### src/rtl/hex_rate_counter_pkg.sv
// Shared speed encodings and step-period helper for the hex rate counter.
package hex_rate_counter_pkg;

  localparam logic [1:0] SPEED_FAST = 2'b00;
  localparam logic [1:0] SPEED_1S   = 2'b01;
  localparam logic [1:0] SPEED_2S   = 2'b10;
  localparam logic [1:0] SPEED_4S   = 2'b11;

  // Number of clock edges between digit steps for a given speed select.
  function automatic int unsigned period(input int unsigned clk_hz, input logic [1:0] speed);
    int unsigned p;
    case (speed)
      SPEED_FAST: p = 1;
      SPEED_1S:   p = clk_hz;
      SPEED_2S:   p = 2 * clk_hz;
      default:    p = 4 * clk_hz;
    endcase
    return p;
  endfunction

endpackage

### src/rtl/hex_rate_counter_rate_divider.sv
// Clock divider: down-counts to zero, reloads on load or speed change, emits a step pulse.
module rate_divider
  import hex_rate_counter_pkg::*;
#(
  parameter int unsigned CLK_HZ = 50_000_000,
  parameter int unsigned DIV_W  = (4 * CLK_HZ > 1) ? $clog2(4 * CLK_HZ) : 1
) (
  input  logic             clock_i,
  input  logic             reset_i,
  input  logic             enable_i,
  input  logic [1:0]       speed_i,
  input  logic             load_i,
  output logic             step_o,
  output logic             reload_o,
  output logic [DIV_W-1:0] div_cnt_o
);

  logic [DIV_W-1:0] div_cnt_q, div_cnt_d;
  logic [1:0]       speed_q, speed_d;
  logic [DIV_W-1:0] reload_val;
  logic             speed_chg;

  assign reload_val = DIV_W'(period(CLK_HZ, speed_i) - 1);
  assign speed_chg  = (speed_i != speed_q);
  assign reload_o   = load_i | speed_chg;
  // A step only happens when neither a load nor a speed change takes the edge.
  assign step_o     = ~reload_o & enable_i & (div_cnt_q == '0);
  assign div_cnt_o  = div_cnt_q;

  always_comb begin
    div_cnt_d = div_cnt_q;
    speed_d   = speed_q;
    if (reload_o) begin
      div_cnt_d = reload_val;
      speed_d   = speed_i;
    end else if (enable_i) begin
      if (div_cnt_q == '0) div_cnt_d = reload_val;
      else                 div_cnt_d = div_cnt_q - 1'b1;
    end
  end

  always_ff @(posedge clock_i or posedge reset_i) begin
    if (reset_i) begin
      div_cnt_q <= '0;
      speed_q   <= SPEED_FAST;
    end else begin
      div_cnt_q <= div_cnt_d;
      speed_q   <= speed_d;
    end
  end

endmodule

### src/rtl/hex_rate_counter.sv
// Rate-divided hex digit generator feeding a 7-segment decoder; supports pause and parallel load.
module hex_rate_counter
  import hex_rate_counter_pkg::*;
#(
  parameter int unsigned CLK_HZ = 50_000_000
) (
  input  logic       clock,
  input  logic       reset,
  input  logic       enable,
  input  logic [1:0] speed,
  input  logic       load,
  input  logic [3:0] load_value,
  output logic [3:0] digit,
  output logic       tick
);

  localparam int unsigned DIV_W = (4 * CLK_HZ > 1) ? $clog2(4 * CLK_HZ) : 1;

  logic [3:0]       digit_q, digit_d;
  logic             tick_q, tick_d;
  logic             step;
  logic             reload;
  logic [DIV_W-1:0] div_cnt;

  rate_divider #(
    .CLK_HZ (CLK_HZ),
    .DIV_W  (DIV_W)
  ) u_rate_divider (
    .clock_i   (clock),
    .reset_i   (reset),
    .enable_i  (enable),
    .speed_i   (speed),
    .load_i    (load),
    .step_o    (step),
    .reload_o  (reload),
    .div_cnt_o (div_cnt)
  );

  always_comb begin
    digit_d = digit_q;
    tick_d  = step;
    if (load)      digit_d = load_value;
    else if (step) digit_d = digit_q + 4'd1;
  end

  always_ff @(posedge clock or posedge reset) begin
    if (reset) begin
      digit_q <= 4'h0;
      tick_q  <= 1'b0;
    end else begin
      digit_q <= digit_d;
      tick_q  <= tick_d;
    end
  end

  assign digit = digit_q;
  assign tick  = tick_q;

endmodule

### config.mk
export PLATFORM = sky130hd
export DESIGN_NAME = hex_rate_counter
export DESIGN_NICKNAME = d
export VERILOG_FILES = /design/src/rtl/hex_rate_counter_pkg.sv /design/src/rtl/hex_rate_counter_rate_divider.sv /design/src/rtl/hex_rate_counter.sv
export SDC_FILE = /design/constraint.sdc
export NUM_CORES = 1
export LEC_CHECK = 0
export ABC_CLOCK_PERIOD_IN_PS = 7000
export CAP_MARGIN = 20
export CORE_UTILIZATION = 31
export DETAILED_ROUTE_END_ITERATION = 8
export HOLD_SLACK_MARGIN = 0.02
export PLACE_DENSITY = 0.48
export SYNTH_ARGS = -nofsm -noshare
export SYNTH_HDL_FRONTEND = slang
export SYNTH_HIERARCHICAL = 1
export SYNTH_SLANG_ARGS = --single-unit
export TNS_END_PERCENT = 10
### constraint.sdc
create_clock -name clock -period 7 [get_ports clock]
set_input_delay 1.4 -clock clock [delete_from_list [all_inputs] [get_ports clock]]
set_output_delay 1.4 -clock clock [all_outputs]
set_load 0.02 [all_outputs]
==> results.sh, run 1 <==
export IMPL_relSlewSlack_pct=33.70
export IMPL_timing_hold_ws_ns=0.5479
export IMPL_status="finished, final reports clean"
export IMPL_die_x_um=89.92
export IMPL_wl_per_cell_um=18.36
export IMPL_period_needed_ns=4.069
export IMPL_avgViaCountPerCell=5.958
export IMPL_dp_slack_ns=2.664
export IMPL_synth_seq_cells=35
export IMPL_power_switching_w=0.0001612
export IMPL_pwr_share_clk_pct=38.6
export IMPL_synth_cell_types=60
export IMPL_netlist_area_um2=2396
export IMPL_hold_path_startpoint="u_rate_divider/div_cnt_o[18]$_DFFE_PP0P_"
export IMPL_syn_num_nets=296
export IMPL_power_density_nw_per_um2=208.5
export IMPL_synth_area_leaders="dfrtp_1 (37%), ha_1 (4.2%), nor4_1 (3.7%)"
export IMPL_pwr_share_comb_pct=16.8
export IMPL_synth_top_area_cell="dfrtp_1"
export IMPL_antenna_found_initial=0
export IMPL_fmax_mhz=245.7
export IMPL_drt_initial_drc_count=200
export IMPL_drt_first_pass_iters=5
export IMPL_fin_skew_ns=0.004458
export IMPL_startpoint="speed[0]"
export IMPL_swShare_pct=28.47
export IMPL_grt_pass1_vias=2191
export IMPL_clockRootBuffer="clkbuf_8"
export IMPL_insertion_delay_ns=0.28
export IMPL_p_leak_nw=0.9718
export IMPL_postCtsHoldBufs=0
export IMPL_maxCapViolCount=0
export IMPL_cts_setup_buffers=0
export IMPL_postSynthAreaPerCell_um2=8.619
export IMPL_synth_top_area_share_pct=36.55
export IMPL_postRouteAntennaNets=0
export IMPL_drc=0
export IMPL_ys_async_sr_fraction_pct=100.0
export IMPL_io_buffers=14
export IMPL_rsz0062_at_grt="no"
export IMPL_hp_class="reg2reg"
export IMPL_ctsResizeCount=0
export IMPL_endpoint_kind="flip-flop"
export IMPL_ir_drop_mv=0.08268
export IMPL_clock_sinks=35
export IMPL_cts_buffers=5
export IMPL_ys_flop_type="dfrtp_1"
export IMPL_hpwl_um=5029
export IMPL_grt_overflow_total=0
export IMPL_core_um2=7370
export IMPL_final_area_um2=2716
export IMPL_setup_viol=0
export IMPL_fin_ws_ns=2.931
export IMPL_grt_pass1_wl_um=11820
export IMPL_initial_core_util_pct=32.51
export IMPL_final_cell_mix="dfrtp_1 (35), nand2_1 (20), nor2_1 (18), o21ai_0 (17)"
export IMPL_h_tree_depth=2
export IMPL_layout_commonest_cell="dfrtp_1"
export IMPL_path_clk_slew_ns=0.07
export IMPL_p_int_w=0.0004051
export IMPL_n_antenna_cell=0
export IMPL_chipHeight_um=89.92
export IMPL_die_area_um2=8085
export IMPL_hold_viol_final=0
export IMPL_placed_cell_area_um2=2584
export IMPL_finalMaxSlewViolations=0
export IMPL_yosysWarnings=6
export IMPL_final_net_count=299
export IMPL_tightest_slew_ns=0.9855
export IMPL_path_class="in2reg"
export IMPL_finalPower_w=0.0005663
export IMPL_wl_um=6996
export IMPL_cp_data_arrival_time_ns=4.25
export IMPL_synth_seq_area_share_pct=36.55
export IMPL_via_count=2270
export IMPL_place_congestion=0.8888
export IMPL_seq_power_share_pct=44.6
export IMPL_layout_drive_gt1_share_pct=6.028
export IMPL_grt_max_degree=31
export IMPL_worstReg2RegStart="u_rate_divider/div_cnt_o[15]$_DFFE_PP0P_"
export IMPL_area_growth_pct=13.37
export IMPL_clk_path_buf_depth=2
export IMPL_cp_max_fo=13
export IMPL_fin_crit_sh_pct=58.13
export IMPL_grt_use_total_pct=18.23
export IMPL_crit_required_ns=7.18
export IMPL_synth_edf_count=0
export IMPL_row_count=31
export IMPL_cts_tree="built"
export IMPL_ios=15
export IMPL_start_kind="primary input"
export IMPL_synthesis_instances=278
export IMPL_tns_ns=0
==> per-layer routing <==
layer / part of all wire, % / up-vias / track usage [%]
li1: - / 1066 / -
met1: 49 / 1103 / 27.68
met2: 45 / 95 / 27.18
met3: 5.9 / 6 / 2.961
met4: 0.63 / 0 / 3.629
met5: 0 / - / 0
==> stage by stage <==
stage               std cells  utilization [%]
floorplan                 278                -
global placement          373            35.06
detailed placement        373            35.06
CTS                       381            36.86
global route              381            36.86
finish                    381            36.86
==> flip-flops by register name, summed over array words and instances, names as in the netlist <==
| signal | flops |
|---|---|
| digit | 4 |
| tick | 1 |
| u_rate_divider/div_cnt_o | 28 |
| u_rate_divider/speed_q | 2 |
==> path summary, 6_finish.rpt <==
kind / depth (start not counted) / slack, ns / end
worst max-delay path: 7 / 2.93 / u_rate_divider/div_cnt_o[14]$_DFFE_PP0P_
worst min-delay path: 1 / 0.55 / u_rate_divider/div_cnt_o[18]$_DFFE_PP0P_
worst max register to register: 5 / 3.84 / u_rate_divider/div_cnt_o[14]$_DFFE_PP0P_
worst min register to register: 1 / 0.55 / u_rate_divider/div_cnt_o[18]$_DFFE_PP0P_
max in group asynchronous: 3 / 5.18 / u_rate_divider/div_cnt_o[27]$_DFFE_PP0P_
min in group asynchronous: 2 / 1.35 / digit[1]$_DFFE_PP0P_
==> power by group through the flow <==
| stage | combinational, W | clock [W] | sequential (W) |
|---|---|---|---|
| floorplan | 0.0000733 | 0 | 0.000244 |
| global placement | 0.0000948 | 0 | 0.000256 |
| detailed placement | 0.0000945 | 0 | 0.000255 |
| CTS | 0.0000951 | 0.000224 | 0.000251 |
| global route | 0.000105 | 0.000235 | 0.000257 |
| finish | 0.0000951 | 0.000219 | 0.000252 |
==> final cells by class <==
| class | instances | area, um2 |
|---|---|---|
| Clock buffer | 6 | 72.57 |
| Clock inverter | 2 | 60.06 |
| Fill cell | 749 | 4653 |
| Inverter | 10 | 37.54 |
| Multi-Input combinational cell | 213 | 1391 |
| Sequential cell | 35 | 875.8 |
| Tap cell | 99 | 123.9 |
| Timing Repair Buffer | 16 | 155.1 |
==> kinds of logic after synthesis <==
group	share of synthesized area (%)
simple gates	29.92
flops	36.55
buf+inv	5.378
xor+xnor	2.193
mux	1.723
fa+ha+maj	4.178
compound gates	20.05
==> Yosys cell counts (all sizes together) (5+ instances only) <==
library cell and count:
nand2 21, o22ai 5, a31oi 7, nor3 13, or4 9, nand4 8
nor2 18, inv 10, xnor2 5, a21oi 12, o21ai 18, nand3 9
clkbuf 16, nand2b 5, and3 5, ha 8, dfrtp 35, nor4 15
==> worst max-delay path: stages <==
cell and delay [ns]:
clkdlybuf4s50_1 0.49, xnor2_1 0.30, and3b_1 0.55, inv_1 0.39, a21oi_1 0.72, mux2i_1 0.16, a32o_1 0.23
(Power assumes the default switching activity.)
==> run 2, diff against run 1 <==
--- a/config.mk
+++ b/config.mk
@@ -5,7 +5,7 @@
 export SDC_FILE = /design/constraint.sdc
 export NUM_CORES = 1
 export LEC_CHECK = 0
-export ABC_CLOCK_PERIOD_IN_PS = 7000
+export ABC_CLOCK_PERIOD_IN_PS = 4000
 export CAP_MARGIN = 20
 export CORE_UTILIZATION = 31
 export DETAILED_ROUTE_END_ITERATION = 8
==> constraint.sdc (replaced) <==
create_clock -name clock -period 4 [get_ports clock]
set_input_delay 0.8 -clock clock [delete_from_list [all_inputs] [get_ports clock]]
set_output_delay 0.8 -clock clock [all_outputs]
set_load 0.02 [all_outputs]
==> run 2 against run 1 <==
Net effect: sequential cell count did not move; sequential share of layout area barely moved; final cell count rose by 1.0%; largest power group unchanged.
==> results.sh, run 2 (same netlist as run 1, synthesis figures left out) <==
export IMPL_place_congestion=0.8703
export IMPL_cts_tree="built"
export IMPL_ios=15
export IMPL_clk_path_buf_depth=2
export IMPL_core_um2=7370
export IMPL_maxCapViolCount=0
export IMPL_drc=0
export IMPL_wl_um=6917
export IMPL_final_cell_mix="dfrtp_1 (35), nand2_1 (20), nor2_1 (18), o21ai_0 (17)"
export IMPL_cp_max_fo=13
export IMPL_path_clk_slew_ns=0.07
export IMPL_crit_required_ns=4.17
export IMPL_slowest_stage="and3b_1"
export IMPL_ctsResizeCount=0
export IMPL_top_layer="met4"
export IMPL_dp_slack_ns=0.4923
export IMPL_tns_ns=0
export IMPL_tightest_slew_ns=0.8609
export IMPL_clock_sinks=35
export IMPL_antenna_found_initial=0
export IMPL_n_antenna_cell=0
export IMPL_finalPower_w=0.0008902
export IMPL_cp_top_family="buffers and inverters"
export IMPL_grt_pass1_vias=2251
export IMPL_multi_input_area_um2=1391
export IMPL_hp_class="reg2reg"
export IMPL_initial_core_util_pct=32.51
export IMPL_avgViaCountPerCell=5.919
export IMPL_post_route_util_pct=36.83
export IMPL_wl_per_cell_um=17.97
export IMPL_fmax_mhz=308.8
export IMPL_grt_max_degree=31
export IMPL_insertion_delay_ns=0.28
export IMPL_grt_use_total_pct=18.33
export IMPL_postCtsHoldBufs=0
export IMPL_path_class="in2reg"
export IMPL_wl_met3_um=331
export IMPL_via_count=2279
export IMPL_status="finished, final reports clean"
export IMPL_layout_commonest_cell="dfrtp_1"
export IMPL_io_buffers=14
export IMPL_start_kind="primary input"
export IMPL_postRouteAntennaNets=0
export IMPL_hold_viol_final=0
export IMPL_period_needed_ns=3.238
export IMPL_drt_initial_drc_count=147
export IMPL_fillers=775
export IMPL_seq_area_um2=875.8
export IMPL_cts_setup_buffers=0
export IMPL_cts_buffers=5
export IMPL_drt_first_pass_iters=4
export IMPL_drt_met1_wl_um=3477
export IMPL_row_count=31
export IMPL_clockRootBuffer="clkbuf_8"
export IMPL_layout_drive_gt1_share_pct=7.343
export IMPL_critPathMaxStageDelay_ns=0.55
export IMPL_die_x_um=89.92
export IMPL_relSlewSlack_pct=42.16
export IMPL_grt_pass1_wl_um=11900
export IMPL_route_met2_wl_um=3051
export IMPL_setup_viol=0
export IMPL_ir_drop_mv=0.1360
export IMPL_path_buf_inv=2
export IMPL_power_density_nw_per_um2=328.0
export IMPL_largest_reg_flops=28
export IMPL_die_area_um2=8085
export IMPL_fin_ws_ns=0.7618
export IMPL_fin_crit_sh_pct=80.96
export IMPL_fin_skew_ns=0.005611
export IMPL_p_leak_nw=0.9777
export IMPL_hpwl_um=5049
export IMPL_finalMaxSlewViolations=0
export IMPL_area_growth_pct=13.26
export IMPL_cp_data_arrival_time_ns=3.41
export IMPL_rsz0062_at_grt="no"
export IMPL_h_tree_depth=2
export IMPL_endpoint_kind="flip-flop"
export IMPL_final_net_count=303
export IMPL_path_cells="clkdlybuf4s50_1 -> xnor2_1 -> and3b_1 -> inv_1 -> a21o_1 -> and3_1 -> a211o_1"
export IMPL_grt_overflow_total=0
export IMPL_chipHeight_um=89.92
-- run 2: changes by cell type in the layout (fill, tap and decap cells not counted), sizes merged --
cell and delta:
clkbuf +2, buf +4, bufinv -2
-- run 2: final timing paths --
check	from	endpoint	slack (ns)	depth (start not counted)
worst max-delay path	speed[1]	u_rate_divider/div_cnt_o[20]$_DFFE_PP0P_	0.76	7
worst min-delay path	u_rate_divider/div_cnt_o[18]$_DFFE_PP0P_	u_rate_divider/div_cnt_o[18]$_DFFE_PP0P_	0.57	1
worst max register to register	u_rate_divider/div_cnt_o[0]$_DFFE_PP0P_	digit[3]$_DFFE_PP0P_	1.22	9
worst min register to register	u_rate_divider/div_cnt_o[18]$_DFFE_PP0P_	u_rate_divider/div_cnt_o[18]$_DFFE_PP0P_	0.57	1
max in group asynchronous	reset	u_rate_divider/div_cnt_o[17]$_DFFE_PP0P_	2.77	3
min in group asynchronous	reset	tick$_DFF_PP0_	0.75	2
-- run 2: area by class of cell --
class,count,share of cell area [%]
multi-input cells,213,51.27
flip-flops and latches,35,32.27
repair buffers,20,6.823
well taps,99,4.564
clock buffers,8,3.688
inverters,10,1.383
-- run 2: stage by stage --
stage	hold slack, ns	instance area [um2]	std cells
2_1_floorplan	0.4994	2396	278
3_3_place_gp	0.5521	2614	377
3_5_place_dp	0.5415	2614	377
4_1_cts	0.5659	2714	385
5_1_grt	0.6006	2714	385
6_report	0.5710	2714	385
-- run 2: worst reg2reg max path, cell delays in order, from the launching register on --
cell and delay, ns:
dfrtp_1 0.40, inv_1 0.14, ha_1 0.21, nor4b_1 0.43, and4_1 0.33, nand2_1 0.17
nor2_1 0.42, nand4_2 0.16, xnor2_1 0.15, mux2_2 0.25
-- run 2: routing by layer --
| metal | up-vias | GRT usage (%) |
|---|---|---|
| li1 | 1075 | - |
| met1 | 1128 | 27.28 |
| met2 | 70 | 26.86 |
| met3 | 6 | 3.215 |
| met4 | 0 | 5.645 |
| met5 | - | 0 |
-- run 2: power by group --
group	internal (W)	switching (W)	leakage [nW]
combinational	0.0000737	0.0000950	0.513
sequential	0.000389	0.0000528	0.413
clock	0.000157	0.000123	0.0515
==> variant, RTL diff (flow settings as in run 2) <==
`CLK_HZ` is set to 50_000_000 in 2 places; all go to 12_500_000.
--- a/src/rtl/hex_rate_counter_rate_divider.sv
+++ b/src/rtl/hex_rate_counter_rate_divider.sv
@@ -4,3 +4,3 @@
 #(
-  parameter int unsigned CLK_HZ = 50_000_000,
+  parameter int unsigned CLK_HZ = 12_500_000,
   parameter int unsigned DIV_W  = (4 * CLK_HZ > 1) ? $clog2(4 * CLK_HZ) : 1
--- a/src/rtl/hex_rate_counter.sv
+++ b/src/rtl/hex_rate_counter.sv
@@ -4,3 +4,3 @@
 #(
-  parameter int unsigned CLK_HZ = 50_000_000
+  parameter int unsigned CLK_HZ = 12_500_000
 ) (
Check against the original RTL: no difference found for any inputs over 10 cycles, from zero or initial values and one cycle with reset high; that may be too few to reach the edited logic, so the function may still have changed.
==> variant against run 2 <==
- design area is 9.3% lower
- wire length fell by 16%
- sequential cell count is 2 lower
- clock skew is 0.00093 ns lower
- count of clock-buffer cells in the layout fell by 1
- total power is 1.1% lower
- setup slack improved by 0.37 ns
- critical endpoint is now digit[3]$_DFFE_PP0P_
- area after synthesis decreased by 12%
==> variant: results (changes against run 2) <==
| Metric | Value |
|---|---|
| Final wirelength | `5.79 mm (was 6.92 mm)` |
| Multi-Input Combinational | `184 (was 213)` |
| Top area cells in the synthesized netlist | `dfrtp_1, o21ai_0, ha_1 (was dfrtp_1, ha_1, nor4_1)` |
| Met1 WL | `2.71 mm (was 3.48 mm)` |
| Slowest cell on the critical path | `nor4_1 (was and3b_1)` |
| HP Start | `u_rate_divider/div_cnt_o[9]$_DFFE_PP0P_ (was u_rate_divider/div_cnt_o[18]$_DFFE_PP0P_)` |
| Comb pwr share | `0.171 (was 0.189)` |
| First-pass GRT wire length | `9.64 mm (was 11.9 mm)` |
| Post-route cell area | `2460 sq um (was 2710 sq um)` |
| CP peak stage delay | `0.65 ns (was 0.55 ns)` |
| Core area | `6460 sq um (was 7370 sq um)` |
| Avg Cell Area, Syn | `8.99 sq um (was 8.62 sq um)` |
| Switching share of power | `0.283 (was 0.304)` |
| Fin nets | `269 (was 303)` |
| Detail Placement HPWL | `4.12 mm (was 5.05 mm)` |
| Max Clock Skew | `0.00468 ns (was 0.00561 ns)` |
| R2r setup slk | `1.13 ns (was 1.22 ns)` |
| Inverters | `8 (was 10)` |
| Reg2reg path depth | `7 (was 9)` |
| Outcome | `finished, final reports clean (unchanged)` |
| GP Congestion | `0.844 (was 0.870)` |
| Cell family with most CP delay | `simple AND/OR/NAND/NOR gates (was buffers and inverters)` |
| Netlist cell types | `58 (was 60)` |
| Sequential fraction of the synthesis area | `0.391 (was 0.366)` |
| WL met2 | `2.62 mm (was 3.05 mm)` |
| Worst Hold Depth | `2 (was 1)` |
| Post-route total power | `0.000881 W (was 0.000890 W)` |
| Multi-input gate area | `1210 sq um (was 1390 sq um)` |
| Synth cell count leaders | `dfrtp_1, nor2_1, o21ai_0 (was dfrtp_1, nand2_1, nor2_1)` |
| Iteration-0 DRC Markers | `220 (was 147)` |
| Worst Path Max Fanout | `7 (was 13)` |
| Max IR drop VDD | `143 uV (was 136 uV)` |
| Grt met3 use | `0.0344 (was 0.0321)` |
| Sequential Power | `0.000401 W (was 0.000442 W)` |
| Slew @ Worst Pin | `0.661 ns (was 0.861 ns)` |
| Clkbuf count | `7 (was 8)` |
| Met1 Use GR | `0.245 (was 0.273)` |
| Largest net degree at the start of global routing | `29 (was 31)` |
| Vias in the first global route | `1879 (was 2251)` |
| Worst hold slack | `0.557 ns (was 0.571 ns)` |
| Gr usage total | `0.174 (was 0.183)` |
| Hold Path End | `u_rate_divider/div_cnt_o[9]$_DFFE_PP0P_ (was u_rate_divider/div_cnt_o[18]$_DFFE_PP0P_)` |
| P_leak | `0.928 nW (was 0.978 nW)` |
| Met2 usage | `0.265 (was 0.269)` |
| Non-Filler Instances | `330 (was 385)` |
| Metal3 WL | `380 um (was 331 um)` |
## variant: how the worst max path moves through the flow
stage | end | slack [ns] | cells after the start
6_report | digit[3]$_DFFE_PP0P_ | 1.13 | 7
5_1_grt | digit[3]$_DFFE_PP0P_ | 0.91 | 7
4_1_cts | digit[3]$_DFFE_PP0P_ | 1.18 | 7
3_5_place_dp | u_rate_divider/div_cnt_o[16]$_DFFE_PP0P_ | 1.02 | 7
3_3_place_gp | digit[3]$_DFFE_PP0P_ | 1.06 | 8
2_1_floorplan | digit[3]$_DFFE_PP0P_ | 1.48 | 7
## variant: kinds of logic (layout without fill, tap and decap cells)
group	after synthesis	after routing	synth area share
adder cells (fa/ha/maj)	7	7	0.0415
flip-flops	33	33	0.391
AND/OR/NAND/NOR	100	100	0.277
XOR/XNOR	7	7	0.0290
buffers and inverters	18	36	0.0373
AO/OA/AOI/OAI	67	67	0.209
multiplexers	3	3	0.0148
